File: config.mk
export PLATFORM = sky130hd
export DESIGN_NAME = aes_bus_arbiter
export DESIGN_NICKNAME = d
export VERILOG_FILES = /design/src/rtl/aes_bus_arbiter.sv
export SDC_FILE = /design/constraint.sdc
export NUM_CORES = 1
export LEC_CHECK = 0
export CORE_AREA = 2 2 119 121
export DETAILED_ROUTE_END_ITERATION = 8
export DIE_AREA = 0 0 121 123
export REMOVE_ABC_BUFFERS = 1
export SYNTH_ARGS = -nofsm -noshare
export SYNTH_HDL_FRONTEND = slang
export SYNTH_SLANG_ARGS = --single-unit
File: constraint.sdc
create_clock -name clock -period 3.1 [get_ports clock]
set_input_delay 0.62 -clock clock [delete_from_list [all_inputs] [get_ports clock]]
set_output_delay 0.62 -clock clock [all_outputs]
set_load 0.05 [all_outputs]
File: src/rtl/aes_bus_arbiter.sv
// Two-master round-robin Wishbone arbiter in front of the AES core, with a
// per-transfer watchdog that force-terminates strobes the slave never acks.
module aes_bus_arbiter #(
  parameter int unsigned TIMEOUT      = 64,
  parameter logic [31:0] TIMEOUT_DATA = 32'hDEAD_BEEF
) (
  input  logic        clock,
  input  logic        reset,
  // master 0 (management port)
  input  logic        m0_cyc,
  input  logic        m0_stb,
  input  logic        m0_we,
  input  logic [3:0]  m0_sel,
  input  logic [27:0] m0_addr,
  input  logic [31:0] m0_data_wr,
  output logic        m0_ack,
  output logic [31:0] m0_data_rd,
  // master 1 (secondary requester)
  input  logic        m1_cyc,
  input  logic        m1_stb,
  input  logic        m1_we,
  input  logic [3:0]  m1_sel,
  input  logic [27:0] m1_addr,
  input  logic [31:0] m1_data_wr,
  output logic        m1_ack,
  output logic [31:0] m1_data_rd,
  // slave (AES core)
  output logic        s_cyc,
  output logic        s_stb,
  output logic        s_we,
  output logic [3:0]  s_sel,
  output logic [27:0] s_addr,
  output logic [31:0] s_data_wr,
  input  logic        s_ack,
  input  logic [31:0] s_data_rd,
  // status
  output logic [1:0]  grant,
  output logic        timeout_flag,
  input  logic        timeout_clr
);

  localparam int unsigned     CNT_W    = 16;
  localparam logic [CNT_W-1:0] CNT_LAST = CNT_W'(TIMEOUT - 1);

  typedef enum logic [1:0] {IDLE, OWN0, OWN1} state_t;

  state_t             state;
  logic               last;
  logic [CNT_W-1:0]   cnt;

  logic               owned;
  logic               own_cyc;
  logic               own_stb;
  logic               own_we;
  logic [3:0]         own_sel;
  logic [27:0]        own_addr;
  logic [31:0]        own_data_wr;
  logic               expire;
  logic               fwd_ack;
  logic [31:0]        fwd_data;

  // Select the current owner's request and derive watchdog expiry
  always_comb begin
    own_cyc     = m0_cyc;
    own_stb     = m0_stb;
    own_we      = m0_we;
    own_sel     = m0_sel;
    own_addr    = m0_addr;
    own_data_wr = m0_data_wr;
    if (state == OWN1) begin
      own_cyc     = m1_cyc;
      own_stb     = m1_stb;
      own_we      = m1_we;
      own_sel     = m1_sel;
      own_addr    = m1_addr;
      own_data_wr = m1_data_wr;
    end
    owned    = (state != IDLE);
    expire   = owned & (cnt == CNT_LAST) & own_stb & ~s_ack;
    // an ack seen while the owner's strobe is low, or during reset, is dropped
    fwd_ack  = owned & ~reset & ((own_stb & s_ack) | expire);
    fwd_data = expire ? TIMEOUT_DATA : s_data_rd;
  end

  // Forward the owner to the slave and route the response back to it only
  always_comb begin
    s_cyc      = owned & own_cyc;
    s_stb      = owned & own_stb & ~expire;
    s_we       = owned & own_we;
    s_sel      = owned ? own_sel : 4'h0;
    s_addr     = owned ? own_addr : 28'h0;
    s_data_wr  = owned ? own_data_wr : 32'h0;
    m0_ack     = (state == OWN0) & fwd_ack;
    m1_ack     = (state == OWN1) & fwd_ack;
    m0_data_rd = (state == OWN0) ? fwd_data : 32'h0;
    m1_data_rd = (state == OWN1) ? fwd_data : 32'h0;
  end

  // Arbitration FSM, watchdog counter, grant register and sticky timeout flag
  always_ff @(posedge clock) begin
    if (reset) begin
      state        <= IDLE;
      last         <= 1'b1;
      cnt          <= '0;
      grant        <= 2'b00;
      timeout_flag <= 1'b0;
    end else begin
      if (expire) begin
        timeout_flag <= 1'b1;
      end else if (timeout_clr) begin
        timeout_flag <= 1'b0;
      end
      unique case (state)
        IDLE: begin
          cnt <= '0;
          if (m0_cyc && (!m1_cyc || last)) begin
            state <= OWN0;
            grant <= 2'b01;
          end else if (m1_cyc) begin
            state <= OWN1;
            grant <= 2'b10;
          end
        end
        OWN0, OWN1: begin
          if (!own_cyc) begin
            state <= IDLE;
            grant <= 2'b00;
            last  <= (state == OWN1);
            cnt   <= '0;
          end else if (own_stb && !s_ack && !expire) begin
            cnt <= cnt + CNT_W'(1);
          end else begin
            cnt <= '0;
          end
        end
        default: begin
          state <= IDLE;
          grant <= 2'b00;
          cnt   <= '0;
        end
      endcase
    end
  end

endmodule

# == Yosys cells after proc, flatten, opt, wreduce, memory -nomap -nowiden ==
# Cells that the tools add are included.
# W data, S select, Z words.
# word_totals
latch_bits,0
rom_bits,0
ff_bits,20
ram_bits,0
input_bits,170
output_inout_bits,136
memories,0
elab_cells,61
# op_classes
eq_ne,5
add_sub_neg,1
n_shift,0
order_cmp,0
n_mux,18
n_bitwise,19
n_reduce_logical,14
n_mul,0
div,0
# ops
op,count
$mux W32,5
$mux W28,2
$add A16 B1 Y16 const B,1
$eq A16 B6 Y1 const B,1
$and A1 B1 Y1,12
$mux W4,2
$mux W2,3
$not A1 Y1,6
$mux W1,5
$pmux W2 S2,1
$reduce_and A2 Y1,2
$reduce_bool A2 Y1,2
$reduce_or A4 Y1,1
$logic_and A1 B1 Y1,3
$logic_not A1 Y1,3
$ne A3 B3 Y1 const B,1
$eq A2 B1 Y1 const B,1
$eq A2 B2 Y1 const B,1
$logic_not A2 Y1,1
$ne A2 B2 Y1 const B,1
$reduce_or A2 Y1,1
$logic_or A1 B1 Y1,1
$or A1 B1 Y1,1

# == Logic depth before layout (Yosys ltp) ==
# Gate-level depths: netlist of run 1.
# depth
word_depth,8
depth_mapped,8

# == Worst setup path before layout of run 1 ==
# No wires, ideal clock.
# synth_path
path_type,register -> output
startpoint,reg state[0]
endpoint,out m0_ack
slack_ps,-149
t_arrival_ps,2629
path_stages_with_launch,7
cell_sequence,dfxtp_1 inv_1 ha_1 mux2_2 nand2b_1 or4_1 a21oi_1
# synth_via
elab_chain_len,7
word_cells_on_any_way,12
# synth_rtl
element,line,text
start: declaration,47,state_t state;
start signal: assignment,102,state <= IDLE;
start signal: assignment,117,state <= OWN0;
start signal: assignment,120,state <= OWN1;
$eq A2 B2 Y1 or $reduce_bool A2 Y1 (tied branches),"70, 78",
$mux W1 or $and A1 B1 Y1 (tied branches),"70, 79",
$and A1 B1 Y1 (2 in a row),79,expire = owned & (cnt == CNT_LAST) & own_stb & ~s_ack;
$or A1 B1 Y1,81,fwd_ack = owned & ~reset & ((own_stb & s_ack) | expire);
$and A1 B1 Y1,81,
$and A1 B1 Y1 *,93,m0_ack = (state == OWN0) & fwd_ack;
end: declaration,16,"output logic m0_ack,"
# Mark *: on every way between the ends. The rest lies on a longest branch, timed or not.

# == Worst setup path in the final report of run 1 ==
# layout_path
startpoint,reg state[0]
endpoint,out m0_data_rd[14]
# layout_via
elab_chain_len,6
word_cells_on_any_way,9
# layout_rtl
element,line,text
$eq A2 B2 Y1 or $reduce_bool A2 Y1 (tied branches),"70, 78",
$mux W1 or $and A1 B1 Y1 (tied branches),"70, 79",
$and A1 B1 Y1 (2 in a row),79,
$mux W32,82,fwd_data = expire ? TIMEOUT_DATA : s_data_rd;
$mux W32 *,95,m0_data_rd = (state == OWN0) ? fwd_data : 32'h0;
end: declaration,17,"output logic [31:0] m0_data_rd,"
# Marks and branches as above.

==> summary.txt, run 1 <==
Outcome -> finished, final reports clean
Root Driver -> clkbuf_16
Comb pwr share -> 80.2%
Routed len/inst -> 18.8 µm
Final Non-Filler Cells -> 820
Area leader, netlist -> mux2i_1
FP Rows -> 43
Antenna cell count -> 0
Max_slew headroom -> 32.9%
Arrival time at the worst endpoint -> 2.39 ns
Final Max Slew Viols -> 0
Syn Area/Cell -> 7.30 µm²
DRC -> 0
Most common cell after layout, fill and taps aside -> clkdlybuf4s50_1
Crit Reg-Reg Endpoint -> cnt[5]
CTS Hold Bufs -> 0
Leak -> 2.57 nW
Worst Path Max Fanout -> 9
Initial antenna violation count -> 1
Pre-Repair DR Iteration Count -> 5
Final hold vios -> 0
Crit path capture -> m0_data_rd[14]
Power Dens Cells -> 410 mW/mm²
Die area -> 0.0149 mm²
Share of power burned in registers -> 10.1%
Initial Utilization -> 18.5%
CTS tree -> built
Crit share post-route -> 97.0%
Hold Crit Class -> flop to flop
Vias/cell -> 4.54
Ys Warns -> 0
R2R Path Start -> state[0]
Fmax -> 333 MHz
Vias -> 3721
Register-to-Register Path Depth -> 8
Seq cells post-synth -> 20
Int Power -> 1.32 mW
Overall power -> 2.70 mW
TritonCTS buffer count -> 3
CP required -> 2.48 ns
Sw Ratio -> 51.0%
Clock share of power -> 9.7%
Critical Path End Type -> primary output
# Max-Cap Violations -> 0
Layout cells sized above 1 -> 25.8%
Reg2reg setup slack -> 0.69 ns
Clk_lat worst skew -> 0.25 ns
Placed insts -> 810
Synth unique cells -> 33
Die height -> 123 µm
Total track usage -> 18.2%
Area grow syn2layout -> 162%
Nets -> 816
Grt total ovfl -> 0
Synth area leaders -> mux2i_1 26%, dfxtp_1 16%, o21a_1 15%, nor2_1 13%, and3_1 4.5%
Synth Cell Area -> 0.00252 mm²
Clock-pin slew on the worst setup and hold paths -> 0.05 ns
Yosys top cell area share -> 26.2%
Clk sink count -> 20
1st-iter DRT viols -> 157
Design area -> 0.00659 mm²
H-tree levels -> 1
Cell count after synthesis -> 345
IO Port Bufs -> 305
Maximum clock path buffer count -> 2
Sequential area share after synthesis -> 15.9%
RSZ-0062 raised after global routing -> false
First-pass GRT wire length -> 20.6 mm
Crit Path Class -> flop to primary output
Io pins -> 306
VDD IR-drop max -> 0.272 mV
Largest net degree at the start of global routing -> 61
Clock Skews -> 0.00183 ns
Most frequent cells in the layout -> 174 x clkdlybuf4s50_1, 86 x nor2_1, 68 x buf_12, 66 x mux2i_1, 62 x buf_4
Final-report setup violation count -> 0
Detailed Route WL -> 15.4 mm
Chip width -> 121 µm
Placer Congestion -> 0.873
Vias in the first global route -> 3473
Slew @ Worst Pin -> 1.00 ns
Hpwl dp -> 12.4 mm
Final Critical Period -> 3.01 ns
DP Area -> 0.00630 mm²
Final ANT Viol Nets -> 0
Switching power -> 1.38 mW
Worst setup path startpoint -> state[0]
Core area -> 0.0136 mm²
Nature of the critical path startpoint -> flop
[stage by stage]
| stage | setup TNS, ns | setup WS [ns] | hold slack (ns) | util, % |
|---|---|---|---|---|
| CTS | -0.190 | -0.0203 | 0.473 | 47.3 |
| finish | 0 | 0.0941 | 0.462 | 48.4 |
| floorplan | -446.20 | -4.77 | 0.437 | - |
| global route | 0 | 0.0196 | 0.484 | 48.4 |
| detailed placement | -0.132 | -0.0589 | 0.464 | 46.3 |
| global placement | -0.0738 | -0.0518 | 0.453 | 46.3 |
[power by group through the flow]
| stage | sequential, mW | combinational (mW) | clock [mW] |
|---|---|---|---|
| after floorplan | 0.291 | 1.18 | 0 |
| after global placement | 0.278 | 2.14 | 0 |
| after detailed placement | 0.279 | 2.15 | 0 |
| after CTS | 0.273 | 2.16 | 0.265 |
| after global routing | 0.274 | 2.24 | 0.281 |
| final | 0.273 | 2.17 | 0.261 |
[registers in the layout (all words and copies together) (netlist names)]
signal	flops
timeout_flag	1
state	2
cnt	16
last	1
[worst min path at each step]
stage | from | end | slack (ns) | cells past startpoint
2_1_floorplan | cnt[0] | cnt[0] | 0.44 | 1
3_3_place_gp | cnt[0] | cnt[0] | 0.45 | 1
3_5_place_dp | timeout_flag | timeout_flag | 0.46 | 2
4_1_cts | timeout_flag | timeout_flag | 0.47 | 2
5_1_grt | cnt[0] | cnt[0] | 0.48 | 1
6_report | cnt[0] | cnt[0] | 0.46 | 1
[cells in the mapped netlist]
cell type / instances
ha_1: 4
nor4_2: 1
nand4_1: 5
mux2i_1: 66
o21ai_0: 2
nor4b_1: 1
nor2_1: 86
nand2_1: 8
xnor2_1: 10
nor3_1: 5
or2_2: 1
nand2b_1: 3
clkbuf_1: 17
o21a_1: 49
nor4_1: 3
xor2_1: 4
buf_6: 1
nand4b_2: 1
inv_1: 6
o31ai_2: 1
buf_2: 4
and4_1: 1
nor4_4: 1
and3_1: 18
or3b_2: 1
o21bai_1: 1
buf_1: 8
or4_1: 3
a21oi_1: 7
mux2_2: 1
dfxtp_1: 20
nand3_1: 5
nor2b_1: 1
[metal layers]
metal / up-vias / part of all wire (%) / track usage, %
li1: 1795 / - / -
met1: 1782 / 37 / 20.7
met3: 14 / 7.2 / 5.58
met2: 130 / 55 / 34.0
met4: 0 / 1.2 / 2.47
met5: - / 0 / 0
[repair_timing]
action,CTS,global route
cloned,1,4
endpoints found under the setup margin,26,106
resized for setup,9,19
pin swaps,2,3
buffers inserted,1,1
[cell type report]
cell class / instances / area, µm²
Sequential cell: 20 / 402
Timing Repair Buffer: 322 / 3820
Inverter: 6 / 22.5
Clock buffer: 3 / 75.1
Multi-Input combinational cell: 289 / 2050
Fill cell: 1307 / 7020
Tap cell: 180 / 225
[critical path: stages, from the launching register on]
cell	delay (ns)
dfxtp_1	0.37
inv_1	0.10
ha_4	0.19
mux2_4	0.22
nand4b_4	0.11
or4_4	0.57
buf_6	0.17
and3_1	0.19
buf_4	0.19
[cell families after synthesis]
group	synth area share, %
AOI/OAI and AO/OA	17.2
xor gates and xnor gates	4.87
adders and majority gates	1.99
buffers and inverters	5.86
DFF	15.9
muxes	26.7
and+or+nand+nor	27.6
Power figures use the tool's default switching activity.
==> run 2: changes to the inputs <==
--- a/config.mk
+++ b/config.mk
@@ -6,6 +6,7 @@
 export NUM_CORES = 1
 export LEC_CHECK = 0
 export CORE_AREA = 2 2 119 121
+export CTS_CLUSTER_DIAMETER = 150
 export DETAILED_ROUTE_END_ITERATION = 8
 export DIE_AREA = 0 0 121 123
 export REMOVE_ABC_BUFFERS = 1
==> results of run 2 <==
Final layout, timing and power as in run 1 (identical DEF).
